## src/rtl/cam_index_decoder.sv

```systemverilog
// Decodes a stream of CAM entry indices into an OR-accumulated entry-select
// vector per frame, with a distinct-entry count and a duplicate flag.

module cam_idx_cell (
  input  logic clk_i,
  input  logic rst_ni,
  input  logic i_clr,
  input  logic i_sel,
  output logic o_bit,
  output logic o_nxt
);
  logic r_bit;

  always_ff @(posedge clk_i or negedge rst_ni) begin
    if (!rst_ni)    r_bit <= 1'b0;
    else if (i_clr) r_bit <= 1'b0;
    else if (i_sel) r_bit <= 1'b1;
  end

  assign o_bit = r_bit;
  assign o_nxt = r_bit | i_sel;
endmodule

module cam_index_decoder #(
  parameter int WIDTH = 32,
  parameter int IDX_W = $clog2(WIDTH)
) (
  input  logic             clk_i,
  input  logic             rst_ni,
  input  logic             clear_i,
  input  logic             idx_valid_i,
  output logic             idx_ready_o,
  input  logic [IDX_W-1:0] idx_i,
  input  logic             idx_last_i,
  output logic             vec_valid_o,
  input  logic             vec_ready_i,
  output logic [WIDTH-1:0] vec_o,
  output logic [IDX_W:0]   vec_cnt_o,
  output logic             vec_dup_o
);
  typedef enum logic {S_EMPTY, S_ACCUM} state_t;

  state_t           r_state, w_state_nxt;
  logic [WIDTH-1:0] w_acc, w_acc_nxt, w_sel;
  logic [IDX_W:0]   r_acc_cnt, w_cnt_nxt;
  logic             r_acc_dup, w_dup_nxt;
  logic             w_accept, w_fire_last, w_acc_clr, w_hit;
  logic [WIDTH-1:0] r_vec;
  logic [IDX_W:0]   r_vec_cnt;
  logic             r_vec_dup, r_vec_valid;

  // Ready depends only on the slot state, never on the beat itself.
  assign idx_ready_o = !r_vec_valid || vec_ready_i;
  assign w_accept    = idx_valid_i && idx_ready_o;
  assign w_fire_last = w_accept && idx_last_i && !clear_i;
  assign w_acc_clr   = clear_i || w_fire_last;
  assign w_sel       = w_accept ? ({{(WIDTH-1){1'b0}}, 1'b1} << idx_i) : '0;

  for (genvar g = 0; g < WIDTH; g++) begin : g_cell
    cam_idx_cell u_cell (
      .clk_i  (clk_i),
      .rst_ni (rst_ni),
      .i_clr  (w_acc_clr),
      .i_sel  (w_sel[g]),
      .o_bit  (w_acc[g]),
      .o_nxt  (w_acc_nxt[g])
    );
  end

  assign w_hit     = |(w_acc & w_sel);
  assign w_cnt_nxt = r_acc_cnt + {{IDX_W{1'b0}}, (w_accept && !w_hit)};
  assign w_dup_nxt = r_acc_dup | w_hit;

  always_ff @(posedge clk_i or negedge rst_ni) begin
    if (!rst_ni) r_state <= S_EMPTY;
    else         r_state <= w_state_nxt;
  end

  always_comb begin
    w_state_nxt = r_state;
    case (r_state)
      S_EMPTY: if (!clear_i && w_accept && !idx_last_i) w_state_nxt = S_ACCUM;
      S_ACCUM: if (clear_i || (w_accept && idx_last_i)) w_state_nxt = S_EMPTY;
      default: w_state_nxt = S_EMPTY;
    endcase
  end

  always_ff @(posedge clk_i or negedge rst_ni) begin
    if (!rst_ni) begin
      r_acc_cnt <= '0;
      r_acc_dup <= 1'b0;
    end else if (w_acc_clr) begin
      r_acc_cnt <= '0;
      r_acc_dup <= 1'b0;
    end else if (w_accept) begin
      r_acc_cnt <= w_cnt_nxt;
      r_acc_dup <= w_dup_nxt;
    end
  end

  // Result slot: a reload wins over the handshake so back-to-back frames have no bubble.
  always_ff @(posedge clk_i or negedge rst_ni) begin
    if (!rst_ni) begin
      r_vec       <= '0;
      r_vec_cnt   <= '0;
      r_vec_dup   <= 1'b0;
      r_vec_valid <= 1'b0;
    end else if (w_fire_last) begin
      r_vec       <= w_acc_nxt;
      r_vec_cnt   <= w_cnt_nxt;
      r_vec_dup   <= w_dup_nxt;
      r_vec_valid <= 1'b1;
    end else if (vec_ready_i) begin
      r_vec_valid <= 1'b0;
    end
  end

  assign vec_valid_o = r_vec_valid;
  assign vec_o       = r_vec;
  assign vec_cnt_o   = r_vec_cnt;
  assign vec_dup_o   = r_vec_dup;
endmodule
```

## config.mk

```make
export PLATFORM = sky130hd
export DESIGN_NAME = cam_index_decoder
export DESIGN_NICKNAME = d
export VERILOG_FILES = /design/src/rtl/cam_index_decoder.sv
export SDC_FILE = /design/constraint.sdc
export NUM_CORES = 1
export LEC_CHECK = 0
export CAP_MARGIN = 20
export CORE_MARGIN = 1
export CORE_UTILIZATION = 45
export DETAILED_ROUTE_END_ITERATION = 8
export DONT_BUFFER_PORTS = 1
export GPL_TIMING_DRIVEN = 0
export PLACE_DENSITY = 0.63
export RECOVER_POWER = 25
export REMOVE_ABC_BUFFERS = 1
export SYNTH_ARGS = -nofsm -noshare
export SYNTH_HDL_FRONTEND = slang
export SYNTH_SLANG_ARGS = --single-unit
```

## constraint.sdc

```tcl
create_clock -name clk_i -period 2.55 [get_ports clk_i]
set_input_delay 0.765 -clock clk_i [delete_from_list [all_inputs] [get_ports clk_i]]
set_output_delay 0.765 -clock clk_i [all_outputs]
set_load 0.05 [all_outputs]
```

==> impl_metrics.ini, run 1 <==
[run_status]
outcome = completed

[clock_network]
htreeDepth = 3
cts_root_buf = clkbuf_8
clk_path_buf_depth = 2
cts_hold_buf = 0
cts_tree = done
cts.sinks = 79
clk_pin_slew_ps = 80
cts_buffers = 9
worstSkewPairLatency_ps = 360

[yosys]
yosysMostFrequentCell = dfrtp_1
synth-async-reset-ratio = 1.00
yosys_warnings = 0
synth_cell_type_count = 54
synth-edff-count = 0
synthTopCellsByCount = 79 x dfrtp_1, 47 x nand2_1, 42 x nor2_1
seq_area_frac_synth = 0.565
synth_top_flop_cell = dfrtp_1
synth_top_area_cell = dfrtp_1
synth_top_cells_by_area = dfrtp_1 57%, a21oi_1 5.2%, nand2_1 5.0%
synth_top_area_frac = 0.565
synth_cells = 347
netlist_area_um2 = 3500
avgSynthCellArea_um2 = 10.1
ys_ff_latch = 79

[power_and_ir_drop]
leakage_nw = 1.70
ir_worst_vdd_v = 0.000360
pwr_density_cell_nw_per_um2 = 678

[global_route]
antenna_found_initial = 0
grt_max_degree = 80
grt_pass1_wl_um = 13000
globalRouteOverflowTotal = 0
grt_usage = 0.204
grt_pass1_vias = 2608

[min_path]
worst_hold_path_type = in2async

[timing]
setup_viol = 0
tightest_slew_ps = 518
hold_viol_final = 0
hold_slack_ps = 93.5
min_period_ps = 2480
maxSlewHeadroom = 0.654
max_freq_ghz = 0.403
finalCritPeriodShare = 0.972
skew_ps = 4.99
slew_viol_final = 0

[place]
place.gp.congestion = 0.794
io_buffers = 0
dp_hpwl_um = 4830

[route]
dr.pass1.iters = 4
via_per_inst = 5.61
avgRoutedWirePerCell_um = 16.8
num_vias = 2503
first_iter_violations = 144
wl_um = 7500
drc = 0
antenna_left = 0

[floorplanning]
die-area_um2 = 8130
die_w_um = 90.1
core_um2 = 7370
start_util = 0.474
num_rows = 31
fp.dieH_um = 90.1
ios = 52

[setup_path]
worst-setup-path-type = in2reg
cpMaxStageDelayCell = or4_1
required_ps = 2840
crit_chain = nor2b_4 > nor2b_1 > o311a_1 > nor3_2 > and3_4 > ha_4 > ha_4 > nand3_2 > or4_1 > a21oi_1
crit_arrival_ps = 2760
worstPathMaxFanout = 15
cpPeakStageDelay_ps = 400
crit_path_end_kind = flop
crit_top_cell = ha_4
critical_path.startpoint_type = input port

[finish]
area_growth_pct = 12.7
drive_above_1_share = 0.161
nets = 355
antennaDiodeCount = 0
finalCoreUtilization = 0.535

[job]
drv_cap = 0
## critical path, delay by kind of cell
| kind | cells | cell delay (ps) |
|---|---|---|
| simple gates | 6 | 1190 |
| compound gates | 2 | 480 |
| fa+ha+maj | 2 | 300 |
## flip-flops by register name, summed over array words and instances, names as in the netlist
signal	cells
vec_valid_o	1
vec_o	32
r_acc_cnt	6
g_cell.u_cell.o_bit	32
vec_dup_o	1
vec_cnt_o	6
r_acc_dup	1
## repair_timing
item | 4_1_cts | 5_1_grt
setup endpoints to repair | 39 | 35
buffers inserted | 0 | 7
pin swaps | 2 | 7
gates resized for setup | 15 | 5
## logic make-up after synthesis
kind of cell | Yosys count | share of synthesized area
mux | 12 | 0.0447
xor+xnor | 3 | 0.00752
simple gates | 127 | 0.171
compound gates | 96 | 0.162
flops | 79 | 0.565
fa+ha+maj | 2 | 0.00716
buf+inv | 28 | 0.0426
## where the power goes
part	switching (mW)	internal (mW)	total [mW]	leakage, nW
clock	0.479	0.653	1.13	0.120
sequential	0.110	1.28	1.39	1.09
combinational	0.0866	0.0619	0.148	0.483
total	0.676	2.00	2.67	1.70
## per-stage QoR
stage | area [µm²] | power [mW] | worst slack [ps] | setup TNS, ps | cells
6_report | 3940 | 2.67 | 71.4 | 0 | 446
3_3_place_gp | 3480 | 1.53 | -1530 | -55310 | 420
5_1_grt | 3940 | 2.77 | -2.11 | -2.11 | 446
2_1_floorplan | 3350 | 1.50 | -703 | -20820 | 321
4_1_cts | 3840 | 2.68 | 16.0 | 0 | 438
3_5_place_dp | 3520 | 1.54 | -771 | -13260 | 422
## cells in the final DEF (no fill, tap or decap), types with 2 or more instances in the layout
cell type  netlist  routed
o21ai_1          4       4
nor4_1           2       2
nor2_1          42      42
o22ai_1          2       2
nand3_1          6       5
o21ai_0         35      35
xnor2_1          2       2
dfrtp_1         79      78
a31oi_1          7       6
buf_16           0       2
mux2i_1          4       4
clkbuf_8         0       9
nand2_1         47      46
nand3b_1         3       3
nor2b_1          4       3
mux2_2           3       3
mux2_4           1       2
nor4_2           2       2
buf_4            2       7
bufinv_16        0       3
a21oi_1         36      36
mux4_2           2       2
nor3_1           6       6
ha_4             0       2
## worst paths after layout
kind | startpoint | end | slack, ps | depth (start not counted)
worst min register to register | g_cell[27].u_cell.o_bit | g_cell[27].u_cell.o_bit | 510 | 2
worst min-delay path | rst_ni | g_cell[31].u_cell.o_bit | 90 | 0
worst max-delay path | idx_i[0] | r_acc_cnt[4] | 70 | 10
min in group clk_i | clear_i | r_acc_cnt[0] | 460 | 1
max in group asynchronous | rst_ni | vec_o[31] | 2330 | 0
worst max register to register | g_cell[0].u_cell.o_bit | r_acc_cnt[4] | 140 | 10
## routing by layer
metal,part of all wire,GRT usage,up-vias
met5,0,0,-
met4,0.020,0.0726,0
met3,0.062,0.0635,15
met2,0.48,0.324,58
met1,0.44,0.264,1239
li1,-,-,1191
## final cells by class
cell class	count	area (µm²)
Sequential cell	79	1980
Timing Repair Buffer	10	123
Multi-Input combinational cell	240	1470
Inverter	2	7.51
Fill cell	686	3430
Clock buffer	9	124
Tap cell	99	124
Clock inverter	7	120
Note: power is estimated with default switching activity, not from simulation.
==> run 2, diff against run 1 <==
- GPL_ROUTABILITY_DRIVEN: default -> 0
- GPL_TIMING_DRIVEN: 0 -> default
==> impl_metrics.ini, run 2 (synthesis gave the netlist of run 1 again) <==
[setup_path]
critical_path.startpoint_type = input port
crit_chain = mux2_4 > a32oi_2 > a31oi_2 > nor3_2 > and3_4 > ha_4 > ha_4 > nand3_4 > or4_4 > a21oi_2
critPathBufInv = 0
r2r-start = g_cell[20].u_cell.o_bit
cpPeakStageDelay_ps = 520
crit_arrival_ps = 2860
worst_r2r_endpoint = r_acc_cnt[4]
crit_start = idx_i[0]
regToRegSetupSlack_ps = 10
rr_worst_depth = 10
cpMaxStageDelayCell = or4_4
required_ps = 2840
worstPathMaxFanout = 15
crit_top_cell = ha_4
crit_family = simple AND/OR/NAND/NOR gates
worst-setup-path-type = in2reg
crit_path_end_kind = flop

[route]
num_vias = 2545
antenna_left = 0
drc = 0
via_per_inst = 5.54
dr.pass1.iters = 4
first_iter_violations = 190
wl_um = 7590
avgRoutedWirePerCell_um = 16.5

[timing]
hold_viol_final = 0
min_period_ps = 2570
maxSlewHeadroom = 0.657
skew_ps = 5.60
rsz0062_at_grt = true
setup_viol = 1
setup_tns_ps = -16.1
finalCritPeriodShare = 1.01
worst_slack_ps = -16.1
slew_viol_final = 0
tightest_slew_ps = 515
max_freq_ghz = 0.390

[finish]
final_common_cell = dfrtp_1
area_growth_pct = 14.4
fill_cells = 664
antennaDiodeCount = 0
regArea_um2 = 1980
finalCoreUtilization = 0.543
final_cell_mix = 79 x dfrtp_1, 47 x nand2_1, 42 x nor2_1, 35 x a21oi_1, 34 x o21ai_0
fin_area_um2 = 4000
fin_cells = 459
nets = 368
drive_above_1_share = 0.181
multi_input_area_um2 = 1440

[clock_network]
cts_tree = done
clk_pin_slew_ps = 80
htreeDepth = 3
cts_hold_buf = 0
worstSkewPairLatency_ps = 360
cts.sinks = 79
cts_root_buf = clkbuf_8
clk_path_buf_depth = 2
cts_buffers = 9

[global_route]
gr-usage-met3 = 0.0541
met1_usage = 0.241
grt_use_met2 = 0.331
top_usage_layer = met2
grt_pass1_vias = 2626
globalRouteOverflowTotal = 0
grt_pass1_wl_um = 12600
grt_max_degree = 80
antenna_found_initial = 0
grt_usage = 0.199

[job]
drv_cap = 0

[run_status]
violations = setup timing
outcome = finished, violations left

[power_and_ir_drop]
ir_worst_vdd_v = 0.000362
pwr_density_cell_nw_per_um2 = 693
p_total_mw = 2.77
leakage_nw = 1.75

[floorplanning]
die_w_um = 90.1
die-area_um2 = 8130
num_rows = 31
start_util = 0.474
ios = 52
core_um2 = 7370
fp.dieH_um = 90.1

[place]
io_buffers = 0
dp_cells = 441
dp_hpwl_um = 5060
dpl_cell_area_um2 = 3650

[min_path]
worst_hold_path_type = in2async
==> run 2: cell count changes in the layout (fill, tap and decap cells not counted), sizes merged <==
cell and change:
clkinvlp +1, clkinv -2, buf +13, bufinv +1
==> run 2: how the worst max path moves through the flow <==
stage          depth (start not counted)            to  slack [ps]
6_report                              10  r_acc_cnt[4]         -20
5_1_grt                               10  r_acc_cnt[4]        -130
4_1_cts                               10  r_acc_cnt[4]          60
3_5_place_dp                          10  r_acc_cnt[4]        -320
3_3_place_gp                          10  r_acc_cnt[4]        -260
2_1_floorplan                          4  vec_cnt_o[0]        -700
==> run 2: final cells by class <==
class	instances	area share
inverter	2	0.00188
clock buffer	9	0.0310
clock inverter	7	0.0360
sequential	79	0.494
multi-input combinational	240	0.360
tap	99	0.0310
timing repair buffer	23	0.0463
==> run 2: per-stage QoR <==
stage | hold slack (ps) | worst slack (ps)
CTS | 74.1 | 55.9
detailed placement | 472 | -321
finish | 92.2 | -16.1
global route | 74.4 | -126
floorplan | 463 | -703
global placement | 472 | -264
==> run 2: timing repair <==
action / 4_1_cts / 5_1_grt
buffers inserted: 0 / 2
endpoints found under the setup margin: 0 / 3
resized for setup: 0 / 13
hold endpoints to repair: 0 / 0
==> run 2: where the power goes <==
| part | switching, mW | leakage [nW] | total, mW | internal, mW |
|---|---|---|---|---|
| clock | 0.482 | 0.126 | 1.23 | 0.752 |
| combinational | 0.0903 | 0.524 | 0.152 | 0.0618 |
| sequential | 0.105 | 1.09 | 1.39 | 1.28 |
| total | 0.678 | 1.75 | 2.77 | 2.09 |
==> run 2: per-layer routing <==
layer | share of wire | wire (µm)
met5 | 0 | 0
met4 | 0.018 | 139
met3 | 0.056 | 424
met2 | 0.49 | 3710
met1 | 0.44 | 3310
==> run 3, diff against run 2 <==
- MAX_ROUTING_LAYER: default -> met4
==> impl_metrics.ini, run 3 (synthesis gave the netlist of run 1 again) <==
[run_status]
outcome = finished, violations left
violations = setup timing

[clock_network]
htreeDepth = 3
worstSkewPairLatency_ps = 360
clk_path_buf_depth = 2
cts_tree = done
cts.sinks = 79
cts_buffers = 9
cts_root_buf = clkbuf_8
cts_hold_buf = 0
clk_pin_slew_ps = 80

[setup_path]
crit_chain = mux2_4 > a32oi_2 > a31oi_2 > nor3_2 > and3_4 > ha_4 > ha_4 > nand3_4 > or4_4 > a21oi_2
crit_path_end_kind = flop
cpPeakStageDelay_ps = 520
required_ps = 2840
cpMaxStageDelayCell = or4_4
rr_worst_depth = 10
worstPathMaxFanout = 15
worst-setup-path-type = in2reg
crit_top_cell = ha_4
regToRegSetupSlack_ps = 10
critical_path.startpoint_type = input port
critPathBufInv = 0
crit_family = simple AND/OR/NAND/NOR gates
crit_arrival_ps = 2870
crit_cells = 10

[job]
drv_cap = 0

[route]
avgRoutedWirePerCell_um = 16.5
num_vias = 2542
first_iter_violations = 202
antenna_left = 0
drc = 0
via_per_inst = 5.54
wl_um = 7600
dr.pass1.iters = 4

[global_route]
grt_usage = 0.205
grt_pass1_vias = 2633
antenna_found_initial = 0
globalRouteOverflowTotal = 0
grt_max_degree = 80
grt_pass1_wl_um = 12600

[timing]
setup_tns_ps = -25.4
hold_slack_ps = 92.9
skew_ps = 7.66
maxSlewHeadroom = 0.655
slew_viol_final = 0
worst_slack_ps = -25.4
tightest_slew_ps = 517
finalCritPeriodShare = 1.01
hold_viol_final = 0
rsz0062_at_grt = true
min_period_ps = 2580
setup_viol = 1
max_freq_ghz = 0.388

[finish]
fin_area_um2 = 4000
final_common_cell = dfrtp_1
fill_cells = 664
regArea_um2 = 1980
drive_above_1_share = 0.181
final_cell_mix = 79 x dfrtp_1, 47 x nand2_1, 42 x nor2_1, 35 x a21oi_1, 34 x o21ai_0
antennaDiodeCount = 0
area_growth_pct = 14.4
multi_input_area_um2 = 1440
nets = 368

[min_path]
worst_hold_path_type = in2async

[place]
io_buffers = 0
placement.setup.worst_slack_ps = -321
dp_hpwl_um = 5060
dpl_cell_area_um2 = 3650

[floorplanning]
die-area_um2 = 8130
die_w_um = 90.1
num_rows = 31
core_um2 = 7370
start_util = 0.474
fp.dieH_um = 90.1
ios = 52

[power_and_ir_drop]
pwr_density_cell_nw_per_um2 = 694
p_total_mw = 2.77
ir_worst_vdd_v = 0.000363
leakage_nw = 1.75
run 3: layer usage:
metal	vias to the layer above	track usage	part of all wire
met1	1263	0.240	0.44
met5	-	-	0
li1	1220	-	-
met3	12	0.0533	0.053
met4	0	0.0941	0.018
met2	47	0.333	0.49
run 3: per-stage QoR:
step	instances	util
detailed placement	441	0.495
floorplan	321	-
finish	459	0.543
global placement	441	0.495
global route	459	0.543
CTS	457	0.531
run 3: layout make-up:
| type | instances | share of cell area |
|---|---|---|
| Clock buffer | 9 | 0.0310 |
| Clock inverter | 7 | 0.0360 |
| Inverter | 2 | 0.00188 |
| Multi-Input combinational cell | 240 | 0.360 |
| Sequential cell | 79 | 0.494 |
| Tap cell | 99 | 0.0310 |
| Timing Repair Buffer | 23 | 0.0463 |
run 3: final timing paths:
check	start	endpoint
worst max-delay path	idx_i[0]	r_acc_cnt[4]
worst min-delay path	rst_ni	vec_cnt_o[2]
worst max register to register	g_cell[20].u_cell.o_bit	r_acc_cnt[4]
worst min register to register	g_cell[14].u_cell.o_bit	g_cell[14].u_cell.o_bit
max in group asynchronous	rst_ni	r_acc_cnt[4]
min in group clk_i	clear_i	r_acc_cnt[4]
run 3: repair_timing:
item | in CTS | in global routing
gates resized for setup | 0 | 13
setup endpoints to repair | 0 | 3
buffers inserted | 0 | 2
run 3: power breakdown:
group	internal (mW)	leakage [nW]	switching [mW]
Clock	0.752	0.126	0.484
Sequential	1.28	1.09	0.105
Combinational	0.0617	0.524	0.0904
